===== src/rtl/pipe_skid_stage.sv =====
// rtl/pipe_skid_stage.sv - pipeline stage register with two-entry skid buffer,
// kill-to-NOP that keeps the PC field, exception PC capture and a stall counter.
module pipe_skid_stage #(
  parameter int               WIDTH    = 128,
  parameter int               KEEP_LSB = 0,
  parameter int               KEEP_W   = 32,
  parameter logic [WIDTH-1:0] NOP_WORD = '0,
  parameter int               CNT_W    = 16
) (
  input  logic              clk,
  input  logic              reset_n,
  input  logic              flush,
  input  logic              itr,
  input  logic              in_valid,
  output logic              in_ready,
  input  logic [WIDTH-1:0]  in_data,
  output logic              out_valid,
  input  logic              out_ready,
  output logic [WIDTH-1:0]  out_data,
  output logic [1:0]        occupancy,
  output logic [KEEP_W-1:0] epc,
  output logic              epc_valid,
  output logic [CNT_W-1:0]  stall_cycles
);

  // When KEEP_W == WIDTH the shift wraps to zero and the subtraction yields all ones.
  localparam logic [WIDTH-1:0] KEEP_MASK = ((WIDTH'(1) << KEEP_W) - WIDTH'(1)) << KEEP_LSB;
  localparam logic [CNT_W-1:0] CNT_MAX   = '1;

  logic              r_main_valid;
  logic [WIDTH-1:0]  r_main_data;
  logic              r_skid_valid;
  logic [WIDTH-1:0]  r_skid_data;
  logic [KEEP_W-1:0] r_epc;
  logic              r_epc_valid;
  logic [CNT_W-1:0]  r_stall;

  logic              w_kill;
  logic              w_in_fire;
  logic              w_out_fire;
  logic [WIDTH-1:0]  w_kill_data;

  assign w_kill      = flush | itr;
  assign in_ready    = reset_n & ~r_skid_valid & ~w_kill;
  assign w_in_fire   = in_valid & in_ready;
  assign w_out_fire  = r_main_valid & out_ready;
  assign w_kill_data = (NOP_WORD & ~KEEP_MASK) | (r_main_data & KEEP_MASK);

  always_ff @(posedge clk or negedge reset_n) begin
    if (!reset_n) begin
      r_main_valid <= 1'b0;
      r_main_data  <= NOP_WORD;
      r_skid_valid <= 1'b0;
      r_skid_data  <= '0;
      r_epc        <= '0;
      r_epc_valid  <= 1'b0;
    end else begin
      r_epc_valid <= 1'b0;
      if (w_kill) begin
        r_main_valid <= 1'b0;
        r_skid_valid <= 1'b0;
        r_main_data  <= w_kill_data;
        if (itr && r_main_valid) begin
          r_epc       <= r_main_data[KEEP_LSB +: KEEP_W];
          r_epc_valid <= 1'b1;
        end
      end else if (!r_main_valid) begin
        if (w_in_fire) begin
          r_main_valid <= 1'b1;
          r_main_data  <= in_data;
        end
      end else if (w_out_fire) begin
        // Skid entry is older than anything arriving now; in_ready is low while it is held.
        if (r_skid_valid) begin
          r_main_data  <= r_skid_data;
          r_skid_valid <= 1'b0;
        end else if (w_in_fire) begin
          r_main_data  <= in_data;
        end else begin
          r_main_valid <= 1'b0;
        end
      end else if (w_in_fire) begin
        r_skid_valid <= 1'b1;
        r_skid_data  <= in_data;
      end
    end
  end

  always_ff @(posedge clk or negedge reset_n) begin
    if (!reset_n) begin
      r_stall <= '0;
    end else if (r_main_valid && !out_ready && (r_stall != CNT_MAX)) begin
      r_stall <= r_stall + CNT_W'(1);
    end
  end

  assign out_valid    = r_main_valid;
  assign out_data     = r_main_data;
  assign occupancy    = {1'b0, r_main_valid} + {1'b0, r_skid_valid};
  assign epc          = r_epc;
  assign epc_valid    = r_epc_valid;
  assign stall_cycles = r_stall;

endmodule


===== config.mk =====
export PLATFORM = sky130hd
export DESIGN_NAME = pipe_skid_stage
export DESIGN_NICKNAME = d
export VERILOG_FILES = /design/src/rtl/pipe_skid_stage.sv
export SDC_FILE = /design/constraint.sdc
export NUM_CORES = 1
export LEC_CHECK = 0
export CAP_MARGIN = 10
export CORE_MARGIN = 2
export CORE_UTILIZATION = 35
export DETAILED_ROUTE_END_ITERATION = 16
export PLACE_DENSITY = 0.71
export SLEW_MARGIN = 10
export SYNTH_ARGS = -nofsm -noshare
export SYNTH_HDL_FRONTEND = slang
export SYNTH_SLANG_ARGS = --single-unit

===== constraint.sdc =====
create_clock -name clk -period 1.8 [get_ports clk]
set_clock_uncertainty 0.05 [all_clocks]
set_input_delay 0.36 -clock clk [delete_from_list [all_inputs] [get_ports clk]]
set_output_delay 0.36 -clock clk [all_outputs]
set_load 0.1 [all_outputs]

==> reports/results.ini, run 1 <==
[worst_setup_path]
timing.critical_path.slowest_stage_cell=sky130_fd_sc_hd__dfrtp_4
critical_path_buf_inv_count=2
critical_path_arrival_ns=1.56
endpoint_kind=output port
crit_fanout=2
r2r.worst_path.cells=7
timing.critical_path.max_delay_family=flip-flops
cp_slowest_stage_delay_ns=0.49
cp_data_required_time_ns=1.39
ff2ff_setup_slack_ns=-0.10
criticalPathCategory=register to output port
regToRegStartpoint=out_valid
critical_path_launch_point_type=register
timing.critical_path.mode_cell=sky130_fd_sc_hd__buf_12
critical_path.reg2reg.endpoint=out_data[107]
path_cells=buf_12, ha_4, buf_12

[floorplan]
floorplan.io_pins=315
core-area_um2=36500
floorplan.initialDensity=0.354
dieHeight_um=196
dieWidth_um=196
fp-row-count=70
die-area_um2=38500

[sta]
timing.slew.headroom=0.232
fmax_mhz=507
tightestPinTransition_ns=1.15
setup_viol_count_final=54
final-max-slew-violation-count=0
report.final.hold_viol_count=0
grt_setup_unrepaired=true
period_share=1.10
worst_hold_slack_ns=0.299
post-route-min-period_ns=1.97
timing.final.ws_setup_ns=-0.173

[min_path]
worstHoldEndpoint=r_skid_valid
timing.hold.worst.start=flush
worstHoldPathCells=3
timing.hold.worst.class=input port to register

[status]
outcome=complete, but fails checks
violations_in_the_final_reports=negative setup slack

[placed_design]
post-dp-hpwl_um=25800
placed_cells_incl_taps=1760
number_of_buffer_cells_added_on_primary_ports=314
gp_congestion=0.758
placed_cell_area_um2=19100

[layout]
drive_gt1_frac=0.333
post_layout_nonfiller_instances=1854
finalCoreUtilization=0.573
layout.cell_area.non_filler_um2=20900
final_net_count=1495
flow.area_growth_from_synthesis_pct=62.0

[yosys]
syn_inst=977
synthesis.area_per_instance_um2=13.2
yosys_register_bits=307
post_synthesis_instance_area_um2=12900
synth.distinct_cells=35
ys_seq_area_frac=0.594
async_flop_share=1.00
postSynthNetCount=1113
synth_enable_flop_cells=0
yosysWarnings=0
synth-main-ff-cell=sky130_fd_sc_hd__dfrtp_1

[clocking]
clock_sink_count=307
cts_root_buffer=sky130_fd_sc_hd__clkbuf_16
tritoncts.num_buffers=36
tritoncts=built
cts_buffer_depth=3
clkLatencyLatePin_ns=0.51
clock_tree.htree_level_count=2
path_clk_slew_ns=0.06

[route]
drc=0
ant_nets_after_route=0
first_iter_violations=474
avgViaCountPerCell=5.49
detail_route.wl_per_cell_um=22.7
total_wirelength_um=42100
routed_vias=10200
drtPass1Iterations=5

[global_route]
largest_net_degree_at_the_start_of_global_routing=162
grt_pass1_vias=10600
grt-busiest-layer=met2
grt_overflow_total=0
grt_pass1_wl_um=61200
global_route.usage.met1=0.253
initial_antenna_violation_count=6
global_route.usage.total=0.200
grt_util_met3=0.0526
grtUsageMet2=0.330

[run]
number_of_max_cap_violations=0

[pwr]
power.density_cell_area_nw_per_um2=1090
vdd.ir_drop.worst_uv=1280
p_leak_nw=9.26

tightest hold or removal path: stages:
cell and delay (ns):
sky130_fd_sc_hd__dlygate4sd2_1 0.25, sky130_fd_sc_hd__buf_4 0.16, sky130_fd_sc_hd__a2111oi_2 0.04
routing by layer:
metal	up-vias	part of all wire
li1	4525	-
met1	5235	0.42
met2	346	0.49
met3	75	0.066
met4	2	0.027
met5	-	0.00031
stage by stage:
step / TNS [ns] / total power [mW] / worst slack, ns
finish: -4.44 / 22.7 / -0.173
global route: -7.20 / 23.5 / -0.215
CTS: -0.411 / 22.8 / -0.202
detailed placement: -80.88 / 15.7 / -0.474
global placement: -66.71 / 15.6 / -0.355
floorplan: -2.20 / 12.4 / -0.0290
cells in the mapped netlist (2+ instances only):
| library cell | count | share of area |
|---|---|---|
| sky130_fd_sc_hd__nor2b_1 | 4 | 0.0019 |
| sky130_fd_sc_hd__xor2_1 | 13 | 0.0088 |
| sky130_fd_sc_hd__mux2_2 | 59 | 0.051 |
| sky130_fd_sc_hd__a2bb2oi_1 | 32 | 0.022 |
| sky130_fd_sc_hd__nand4_1 | 6 | 0.0029 |
| sky130_fd_sc_hd__nand2_1 | 10 | 0.0029 |
| sky130_fd_sc_hd__xnor2_1 | 2 | 0.0014 |
| sky130_fd_sc_hd__a21oi_1 | 48 | 0.019 |
| sky130_fd_sc_hd__and3_1 | 4 | 0.0019 |
| sky130_fd_sc_hd__nand3_1 | 5 | 0.0019 |
| sky130_fd_sc_hd__nor3_1 | 7 | 0.0027 |
| sky130_fd_sc_hd__and2_1 | 2 | 0.00097 |
| sky130_fd_sc_hd__a22oi_1 | 51 | 0.030 |
| sky130_fd_sc_hd__dfrtp_1 | 307 | 0.59 |
| sky130_fd_sc_hd__nor2_1 | 3 | 0.00087 |
| sky130_fd_sc_hd__mux2_1 | 102 | 0.089 |
| sky130_fd_sc_hd__and4b_1 | 2 | 0.0015 |
| sky130_fd_sc_hd__clkbuf_1 | 49 | 0.014 |
| sky130_fd_sc_hd__o21ai_0 | 46 | 0.018 |
| sky130_fd_sc_hd__nor4_1 | 3 | 0.0015 |
| sky130_fd_sc_hd__ha_1 | 2 | 0.0019 |
| sky130_fd_sc_hd__buf_1 | 4 | 0.0012 |
| sky130_fd_sc_hd__o22ai_1 | 32 | 0.015 |
| sky130_fd_sc_hd__buf_2 | 21 | 0.0081 |
| sky130_fd_sc_hd__o2bb2ai_1 | 96 | 0.065 |
| sky130_fd_sc_hd__o211ai_1 | 45 | 0.026 |
| sky130_fd_sc_hd__buf_6 | 14 | 0.012 |
worst max path at each step:
stage                     startpoint             to  slack [ns]  cells past startpoint
final                      out_valid   occupancy[0]       -0.17                      3
after global routing       out_valid   occupancy[0]       -0.21                      3
after CTS                  out_valid   occupancy[0]       -0.20                      3
after detailed placement   out_ready   out_data[34]       -0.47                      7
after global placement     out_ready   out_data[34]       -0.35                      7
after floorplan            out_valid  out_data[100]       -0.03                      8
cells by family (layout without fill, tap and decap cells):
family          Yosys count  count (layout)  synth area share
buf+inv                  90             495            0.0366
mux                     161             161             0.140
flops                   307             307             0.594
xor+xnor                 15              15            0.0102
fa+ha+maj                 2               2           0.00194
other cells               0               3                 0
compound gates          352             353             0.196
simple gates             50              50            0.0214
power by group:
group	switching [mW]	internal [mW]	leakage, nW
combinational	4.59	2.82	4.60
clock	2.84	4.21	0.558
sequential	0.714	7.56	4.11
final cells by class:
type / count / area [um2]
clock buffer: 55 / 1060
fill: 2861 / 15600
sequential: 307 / 7730
multi-input combinational: 581 / 5000
antenna: 3 / 7.51
clock inverter: 7 / 63.8
timing repair buffer: 432 / 6480
inverter: 1 / 3.75
tap: 468 / 586
state kept, by name, summed over array words and instances (netlist names):
signal	flops
r_skid_valid	1
out_data	128
epc	32
stall_cycles	16
epc_valid	1
out_valid	1
r_skid_data	128
what timing repair did:
action	4_1_cts	5_1_grt
pin swaps	1	6
gates cloned	0	19
hold endpoints to repair	17	0
gates resized for setup	12	55
buffers inserted	5	5
endpoints found under the setup margin	5	121
hold buffers	1	0
placed cells by master, fill, tap and decap left out, types with 31 or more instances in the layout:
master / netlist / final
sky130_fd_sc_hd__a22oi_1: 51 / 50
sky130_fd_sc_hd__buf_4: 1 / 63
sky130_fd_sc_hd__a21oi_1: 48 / 37
sky130_fd_sc_hd__mux2_1: 102 / 102
sky130_fd_sc_hd__clkdlybuf4s50_1: 0 / 130
sky130_fd_sc_hd__dfrtp_1: 307 / 290
sky130_fd_sc_hd__o2bb2ai_1: 96 / 95
sky130_fd_sc_hd__o21ai_0: 46 / 31
sky130_fd_sc_hd__o211ai_1: 45 / 45
sky130_fd_sc_hd__buf_12: 0 / 204
sky130_fd_sc_hd__o22ai_1: 32 / 32
sky130_fd_sc_hd__mux2_2: 59 / 59
sky130_fd_sc_hd__clkbuf_16: 0 / 50
No activity file was read; power rests on OpenSTA's default activity.
==> run 2: changes to the inputs <==
--- a/config.mk
+++ b/config.mk
@@ -10,6 +10,7 @@
 export CORE_UTILIZATION = 35
 export DETAILED_ROUTE_END_ITERATION = 16
 export PLACE_DENSITY = 0.71
+export REMOVE_ABC_BUFFERS = 1
 export SLEW_MARGIN = 10
 export SYNTH_ARGS = -nofsm -noshare
 export SYNTH_HDL_FRONTEND = slang
==> constraint.sdc (replaced) <==
create_clock -name clk -period 1.8 [get_ports clk]
set_clock_uncertainty 0.05 [all_clocks]
set_input_delay 0.36 -clock clk [delete_from_list [all_inputs] [get_ports clk]]
set_output_delay 0.36 -clock clk [all_outputs]
set_load 0.02 [all_outputs]
==> reports/results.ini, run 2 (synthesized netlist as in run 1, its figures left out) <==
[status]
outcome=complete, but fails checks  ; unchanged
violations_in_the_final_reports=negative setup slack  ; unchanged

[worst_setup_path]
cp_data_required_time_ns=1.39  ; about the same
path_cells=nor2b_2, and2_1, clkdlybuf4s15_2  ; was buf_12, ha_4, buf_12
timing.critical_path.slowest_stage_cell=sky130_fd_sc_hd__dfrtp_1  ; was sky130_fd_sc_hd__dfrtp_4
criticalPathCategory=register to output port  ; unchanged
worst_setup_path_endpoint=in_ready  ; was occupancy[0]
regToRegStartpoint=r_skid_valid  ; was out_valid
timing.critical_path.from=r_skid_valid  ; was out_valid
critical_path.reg2reg.endpoint=r_skid_data[82]  ; was out_data[107]
ff2ff_setup_slack_ns=0.03  ; was -0.10 ns
cp_slowest_stage_delay_ns=0.41  ; was 0.49 ns
crit_fanout=3  ; was 2
endpoint_kind=output port  ; unchanged
r2r.worst_path.cells=6  ; was 7
critical_path_launch_point_type=register  ; unchanged
critical_path_arrival_ns=1.52  ; was 1.56 ns

[layout]
flow.area_growth_from_synthesis_pct=41.9  ; was 62.0%
drive_gt1_frac=0.176  ; was 0.333
final_net_count=1485  ; was 1495
final.fill_count=3201  ; was 2861
seqCellArea_um2=7680  ; was 7730 um2
mostFrequentLayoutCells=sky130_fd_sc_hd__dfrtp_1 (306), sky130_fd_sc_hd__dlygate4sd2_1 (171), sky130_fd_sc_hd__clkdlybuf4s50_1 (132), sky130_fd_sc_hd__mux2_1 (102), sky130_fd_sc_hd__o2bb2ai_1 (96)  ; was sky130_fd_sc_hd__dfrtp_1 (290), sky130_fd_sc_hd__buf_12 (204), sky130_fd_sc_hd__clkdlybuf4s50_1 (130), sky130_fd_sc_hd__mux2_1 (102), sky130_fd_sc_hd__o2bb2ai_1 (95)
final_common_cell=sky130_fd_sc_hd__dfrtp_1  ; unchanged
multiInputGateArea_um2=4840  ; was 5000 um2

[pwr]
cell_internal_pwr_mw=13.1  ; was 14.6 mW
clkPwrFrac=0.392  ; was 0.310
power.combinational.fraction=0.160  ; was 0.326
switching_share=0.264  ; was 0.358
share_seq_of_total_power=0.447  ; was 0.364
vdd.ir_drop.worst_uv=572  ; was 1280 uV
power.density_cell_area_nw_per_um2=968  ; was 1090 nW/um2
fin_total_pwr_mw=17.8  ; was 22.7 mW
p_sw_mw=4.68  ; was 8.15 mW
p_leak_nw=8.88  ; was 9.26 nW

[clocking]
clock_sink_count=307  ; unchanged
cts_buffer_depth=3  ; unchanged
tritoncts=built  ; unchanged
clock_tree.htree_level_count=2  ; unchanged
path_clk_slew_ns=0.06  ; about the same
tritoncts.num_buffers=36  ; unchanged
cts_root_buffer=sky130_fd_sc_hd__clkbuf_16  ; unchanged
clkLatencyLatePin_ns=0.51  ; about the same

[sta]
fmax_mhz=517  ; was 507 MHz
timing.slew.headroom=0.556  ; was 0.232
period_share=1.07  ; was 1.10
timing.final.ws_setup_ns=-0.133  ; was -0.173 ns
tightestPinTransition_ns=0.667  ; was 1.15 ns
post-route-min-period_ns=1.93  ; was 1.97 ns
setup_viol_count_final=3  ; was 54
grt_setup_unrepaired=true  ; unchanged
final-max-slew-violation-count=0  ; unchanged
report.final.hold_viol_count=0  ; unchanged

[floorplan]
core-area_um2=36500  ; unchanged
dieHeight_um=196  ; unchanged
floorplan.io_pins=315  ; unchanged
fp-row-count=70  ; unchanged
floorplan.initialDensity=0.354  ; unchanged
dieWidth_um=196  ; unchanged
die-area_um2=38500  ; unchanged

[placed_design]
place_worst_setup_slack_ns=-0.347  ; was -0.474 ns
number_of_buffer_cells_added_on_primary_ports=314  ; unchanged
gp_congestion=0.802  ; was 0.758
post-dp-hpwl_um=24100  ; was 25800 um

[global_route]
grt_overflow_total=0  ; unchanged
grt_pass1_vias=10400  ; was 10600
largest_net_degree_at_the_start_of_global_routing=176  ; was 162
grt_pass1_wl_um=58700  ; was 61200 um
global_route.usage.total=0.188  ; was 0.200
initial_antenna_violation_count=2  ; was 6

[route]
first_iter_violations=512  ; was 474
total_wirelength_um=36600  ; was 42100 um
avgViaCountPerCell=5.38  ; was 5.49
ant_nets_after_route=0  ; unchanged
routed_vias=9910  ; was 10200
drc=0  ; unchanged
drtPass1Iterations=5  ; unchanged
detail_route.wl_per_cell_um=19.9  ; was 22.7 um

[min_path]
timing.hold.worst.class=input port to asynchronous set/reset pin  ; was input port to register

[run]
number_of_max_cap_violations=0  ; unchanged

run 2: area by class of cell:
cell class / count / share of cell area
flip-flops and latches: 307 / 0.419
multi-input cells: 580 / 0.264
repair buffers: 423 / 0.223
clock buffers: 56 / 0.0598
well taps: 468 / 0.0319
clock inverters: 6 / 0.00184
inverters: 1 / 0.000205
diodes: 1 / 0.000136
run 2: metrics by stage:
stage,TNS [ns],util,hold WS (ns),std cells,area [um2]
after floorplan,-1227.93,-,0.0144,888,12500
after global placement,-73.93,0.474,0.278,1775,17300
after detailed placement,-80.04,0.474,0.284,1775,17300
after CTS,-0.361,0.500,0.302,1839,18300
after global routing,-0.517,0.502,0.361,1842,18300
final,-0.297,0.502,0.345,1842,18300
run 2: critical path, delay by kind of cell (launching register included):
| family | cells | cell delay [ns] |
|---|---|---|
| simple gates | 2 | 0.35 |
| flops | 1 | 0.41 |
| buf+inv | 1 | 0.26 |
run 2: repair_timing:
item	4_1_cts	5_1_grt
hold buffers	1	0
setup buffers	1	0
pin swaps	0	1
gates resized for setup	204	14
gates cloned	0	2
endpoints found under the hold margin	14	0
endpoints found under the setup margin	325	189
run 2: layer usage:
layer  global-route usage  up-vias  share of wire  routed length [um]
met5                    0        -        0.00027                  10
met4               0.0614        2          0.026                 949
met3               0.0437       66          0.066                2410
li1                     -     4497              -                   -
met2                0.309      294           0.48               17700
met1                0.247     5051           0.42               15500
run 2: power groups by stage:
stage / combinational (mW) / sequential, mW / clock [mW]
2_1_floorplan: 0.729 / 8.61 / 0
3_3_place_gp: 3.13 / 8.06 / 0
3_5_place_dp: 3.19 / 8.08 / 0
4_1_cts: 2.86 / 7.95 / 7.15
5_1_grt: 3.05 / 8.02 / 7.48
6_report: 2.84 / 7.94 / 6.97
run 2: worst min-delay path by stage:
stage                     startpoint              end  cells after the start
final                        reset_n          epc[17]                      3
after global routing         reset_n          epc[17]                      3
after CTS                    reset_n  stall_cycles[0]                      3
after detailed placement     reset_n  stall_cycles[0]                      2
after global placement       reset_n          epc[28]                      2
after floorplan              reset_n           epc[0]                      0
